<file path="config.mk">
export PLATFORM = sky130hd
export DESIGN_NAME = adc32_seq_ctrl
export DESIGN_NICKNAME = d
export VERILOG_FILES = /design/src/rtl/adc32_seq_ctrl.sv
export SDC_FILE = /design/constraint.sdc
export NUM_CORES = 1
export LEC_CHECK = 0
export CAP_MARGIN = 0
export CORE_MARGIN = 2
export CORE_UTILIZATION = 40
export DETAILED_ROUTE_END_ITERATION = 10
export PLACE_DENSITY = 0.74
export SYNTH_ARGS = -nofsm -noshare
export SYNTH_HDL_FRONTEND = slang
export SYNTH_SLANG_ARGS = --single-unit
</file>
<file path="constraint.sdc">
create_clock -name clk -period 4.2 [get_ports clk]
set_input_delay 0.42 -clock clk [delete_from_list [all_inputs] [get_ports clk]]
set_output_delay 0.42 -clock clk [all_outputs]
set_load 0.005 [all_outputs]
</file>
<file path="src/rtl/adc32_seq_ctrl.sv">
// Multi-cycle add/subtract controller: one SLICE-bit carry-lookahead slice is stepped
// LSB group to MSB group, with the carry chained through a register between steps.
module adc32_seq_ctrl #(
    parameter int WIDTH = 32,
    parameter int SLICE = 8
) (
    input  logic             clk,
    input  logic             rst,
    input  logic             start,
    input  logic             sub,
    input  logic [WIDTH-1:0] a,
    input  logic [WIDTH-1:0] b,
    output logic             busy,
    output logic             done,
    output logic [WIDTH-1:0] s,
    output logic             co,
    output logic             ov,
    output logic             zf
);

    localparam int N     = WIDTH / SLICE;
    localparam int IDX_W = (N > 1) ? $clog2(N) : 1;
    localparam logic [IDX_W-1:0] LAST = IDX_W'(N - 1);

    typedef enum logic [1:0] {IDLE, RUN, DONE} state_t;

    state_t           state;
    logic [IDX_W-1:0] idx;
    logic             carry;
    logic [WIDTH-1:0] a_r;
    logic [WIDTH-1:0] b_r;
    logic [WIDTH-1:0] r;

    logic [SLICE-1:0] op_a;
    logic [SLICE-1:0] op_b;
    logic [SLICE-1:0] g;
    logic [SLICE-1:0] p;
    logic [SLICE-1:0] sum;
    logic [SLICE:0]   c;
    logic             pp;
    logic [WIDTH-1:0] res;
    logic             ov_flag;

    // Each carry is expanded from generate/propagate and the slice carry-in directly,
    // so no carry depends on the previous bit's carry.
    always_comb begin
        op_a = a_r[idx*SLICE +: SLICE];
        op_b = b_r[idx*SLICE +: SLICE];
        g    = op_a & op_b;
        p    = op_a ^ op_b;
        c    = '0;
        pp   = 1'b0;
        c[0] = carry;
        for (int i = 0; i < SLICE; i++) begin
            c[i+1] = g[i];
            pp     = p[i];
            for (int j = i - 1; j >= 0; j--) begin
                c[i+1] = c[i+1] | (pp & g[j]);
                pp     = pp & p[j];
            end
            c[i+1] = c[i+1] | (pp & carry);
        end
        sum = p ^ c[SLICE-1:0];

        res                       = r;
        res[idx*SLICE +: SLICE]   = sum;
        ov_flag = (a_r[WIDTH-1] == b_r[WIDTH-1]) && (sum[SLICE-1] != a_r[WIDTH-1]);
    end

    always_ff @(posedge clk) begin
        if (rst) begin
            // NOTE: the accumulator and operand registers are cleared too, so an aborted
            // operation leaves no stale partial result behind.
            state <= IDLE;
            idx   <= '0;
            carry <= 1'b0;
            a_r   <= '0;
            b_r   <= '0;
            r     <= '0;
            busy  <= 1'b0;
            done  <= 1'b0;
            s     <= '0;
            co    <= 1'b0;
            ov    <= 1'b0;
            zf    <= 1'b0;
        end else begin
            done <= 1'b0;
            case (state)
                IDLE: begin
                    if (start) begin
                        a_r   <= a;
                        b_r   <= sub ? ~b : b;
                        carry <= sub;
                        idx   <= '0;
                        busy  <= 1'b1;
                        state <= RUN;
                    end
                end
                RUN: begin
                    r     <= res;
                    carry <= c[SLICE];
                    idx   <= idx + 1'b1;
                    // Results are published together with the done pulse of the DONE cycle.
                    if (idx == LAST) begin
                        state <= DONE;
                        busy  <= 1'b0;
                        done  <= 1'b1;
                        s     <= res;
                        co    <= c[SLICE];
                        ov    <= ov_flag;
                        zf    <= (res == '0);
                    end
                end
                DONE: begin
                    state <= IDLE;
                end
                default: begin
                    state <= IDLE;
                end
            endcase
        end
    end

endmodule

</file>
==> flow_metrics.tcl, run 1 <==
set metrics [dict create \
    n_antenna_cell 0 \
    r2r-end "s[29]" \
    critPathArrivalTime_ps 3920 \
    routed-via-count 5273 \
    overflow 0 \
    tightest_slew_ps 1046 \
    place_congestion 0.8698 \
    worstPathRequired_ps 4530 \
    drv_slew 0 \
    grt_usage_pct 19.32 \
    grt_pass1_wl_mm 25.34 \
    fin_setup_tns_ps 0 \
    ctsLongestPathBuffers 2 \
    cp_slowest_cell "xnor2_1" \
    grt_pass1_vias 4960 \
    fin_nets 868 \
    yosysWarnings 0 \
    crit_buf_inv 1 \
    worstSkewPairLatency_ps 430 \
    cts_hold_buf 0 \
    crit_family "compound AO/OA/AOI/OAI gates" \
    rsz0062_at_grt "false" \
    clkSinkCount 138 \
    crit_type "flip-flop to flip-flop" \
    fill_cells 1451 \
    reg2reg_depth 9 \
    via_per_inst 5.231 \
    cts_max_level 4 \
    drt-total-wl_mm 15.30 \
    drtIter0Drc 492 \
    drcViolationCount 0 \
    rows 45 \
    ir_drop_v 0.0003162 \
    syn_area_per_cell_um2 8.961 \
    initial_core_util_pct 41.25 \
    synth_common_cells "dfxtp_1, nor2_1, nand2_1, a211oi_1, a21oi_1" \
    synth-async-reset-ratio_pct 0 \
    reg2reg_from "idx[0]" \
    die_area_um2 16810 \
    netlist-cell-type-count 56 \
    leakage_nw 2.887 \
    io_pins 105 \
    yosysSeqAreaShare_pct 43.73 \
    core-area_um2 15310 \
    drv_cap 0 \
    root_buffer "clkbuf_16" \
    period_needed_ps 3586 \
    drive_gt1_share_pct 9.034 \
    power_density_nw_per_um2 434.5 \
    hpwl_mm 10.62 \
    wire_per_inst_um 15.18 \
    cts_tree "yes" \
    worstPathMaxFanout 19 \
    status "finished clean" \
    crit_path_end_kind "flip-flop" \
    chipHeight_um 129.7 \
    crit_chain "buf_4, mux4_2, ha_1, o21ai_0, o21ai_1, nand2_1, xnor2_1, a22oi_1, a211oi_1" \
    cp-start-kind "flip-flop" \
    syn_inst 705 \
    clock_skew_ps 4.753 \
    synth_top_area_share_pct 43.73 \
    hold_end "a_r[4]" \
    path_clk_slew_ps 50 \
    hold_path_class "flip-flop to flip-flop" \
    synthFlopType "dfxtp_1" \
    die_w_um 129.7 \
    finalCritPeriodShare_pct 85.38 \
    worst_slew_margin_rel_pct 30.11 \
    antenna_found_initial 0 \
    min_path_cells 2 \
    syn2layout_area_growth_pct 27.69 \
    ys_ff_latch 138 \
    cpPeakStageDelay_ps 710 \
    r2r_slack_ps 610 \
    synth_top_cell_by_area "dfxtp_1" \
    drtPass1Iterations 5 \
    yosysMostFrequentCell "dfxtp_1" \
    synth_area_um2 6317 \
    post_cts_resized 0 \
    synth_edf_count 0 \
    fmaxAchievable_ghz 0.2789 \
    min_from "a_r[4]" \
    synth_area_leaders "dfxtp_1, a211oi_1, nor2_1, mux4_2, xnor2_1" \
    io_buffers 104 \
    regArea_um2 2763 \
    synthesis.nets 789 \
    setup_viol 0 \
    detail-route-antenna-nets 0 \
    holdWs_ps 451.2 \
    multiInputGateArea_um2 3291 \
    cts_made_buffers 17 \
    postCtsSetupBuffers 0 \
    grt_max_degree 100 \
    hold_violations 0 \
]
==> routing by layer <==
| metal | routed length (um) | global-route usage [%] | vias up |
|---|---|---|---|
| met5 | 0 | 0 | - |
| met4 | 414 | 7.590 | 0 |
| met3 | 888 | 4.872 | 34 |
| met2 | 7041 | 30.12 | 180 |
| met1 | 6958 | 25.79 | 2384 |
| li1 | - | - | 2675 |
==> cells by family after synthesis <==
logic type                 synth area share [%]
and+or+nand+nor                           17.73
AOI/OAI and AO/OA                         19.17
DFF                                       43.73
buffers and inverters                     4.258
xor gates and xnor gates                  5.803
muxes                                     6.021
adders and majority gates                 3.288
==> how the worst max path moves through the flow <==
| stage | start | to | slack (ps) | cells after the start |
|---|---|---|---|---|
| after floorplan | idx[0] | zf | 1050 | 12 |
| after global placement | idx[0] | r[23] | 800 | 10 |
| after detailed placement | idx[0] | s[29] | 690 | 9 |
| after CTS | idx[0] | s[29] | 640 | 9 |
| after global routing | idx[0] | r[29] | 390 | 9 |
| final | idx[0] | s[29] | 610 | 9 |
==> sequential cells by signal, summed over array words and instances, names as in the netlist <==
name,flops
s,32
state,2
idx,2
a_r,32
zf,1
b_r,32
r,32
ov,1
co,1
busy,1
done,1
carry,1
==> layout make-up <==
type	count	area share (%)
Timing Repair Buffer	115	13.84
Clock buffer	24	6.096
Multi-Input combinational cell	505	40.79
Inverter	7	0.3257
Tap cell	211	3.273
Clock inverter	8	1.427
Sequential cell	138	34.25
==> power by group <==
| part | total [mW] | switching, mW | internal, mW |
|---|---|---|---|
| logic | 0.550 | 0.307 | 0.243 |
| registers | 1.43 | 0.0457 | 1.38 |
| clock network | 1.53 | 0.538 | 0.991 |
==> cell usage in the layout (no fill, tap or decap), types with 2 or more instances in the layout <==
cell             count
o21ai_1              2
nand2_1             77
nand2b_1             6
nand4_1              2
a221oi_1            11
a211oi_1            69
nand3b_1             2
clkbuf_8             4
a22oi_1             25
xor2_1               5
mux4_2              16
mux2i_1              2
and2_1               3
a31oi_1              2
buf_4               12
clkbuf_16           17
xnor2_1             35
nor3_1              23
nor2b_1              6
clkbuf_1             3
a21oi_1             45
o21ai_0              4
ha_1                15
clkdlybuf4s50_1    102
dfxtp_1            138
clkinv_2             5
a311oi_1             2
nor2_1             122
nor4bb_1             2
inv_1                6
bufinv_16            3
==> worst reg2reg max path, cell delays in order (launching register included) <==
cell      delay [ps]
dfxtp_1          500
buf_4            390
mux4_2           560
ha_1             340
o21ai_0          160
o21ai_1          200
nand2_1          150
xnor2_1          710
a22oi_1          200
a211oi_1         290
==> per-stage QoR <==
stage	util, %	instances	cell area (um2)	worst slack (ps)	power, mW
floorplan	-	705	6317	1047	1.809
global placement	48.71	976	7460	801.4	1.991
detailed placement	48.71	976	7460	688.9	1.999
CTS	52.67	1008	8066	642.7	3.521
global route	52.67	1008	8066	386.6	3.654
finish	52.67	1008	8066	613.9	3.505
Power figures use the tool's default switching activity.
==> run 2: changes to the inputs <==
SETUP_SLACK_MARGIN = 0.2   (was not set)
==> results of run 2 <==
The final DEF is identical to that of run 1; final timing and power are the same.
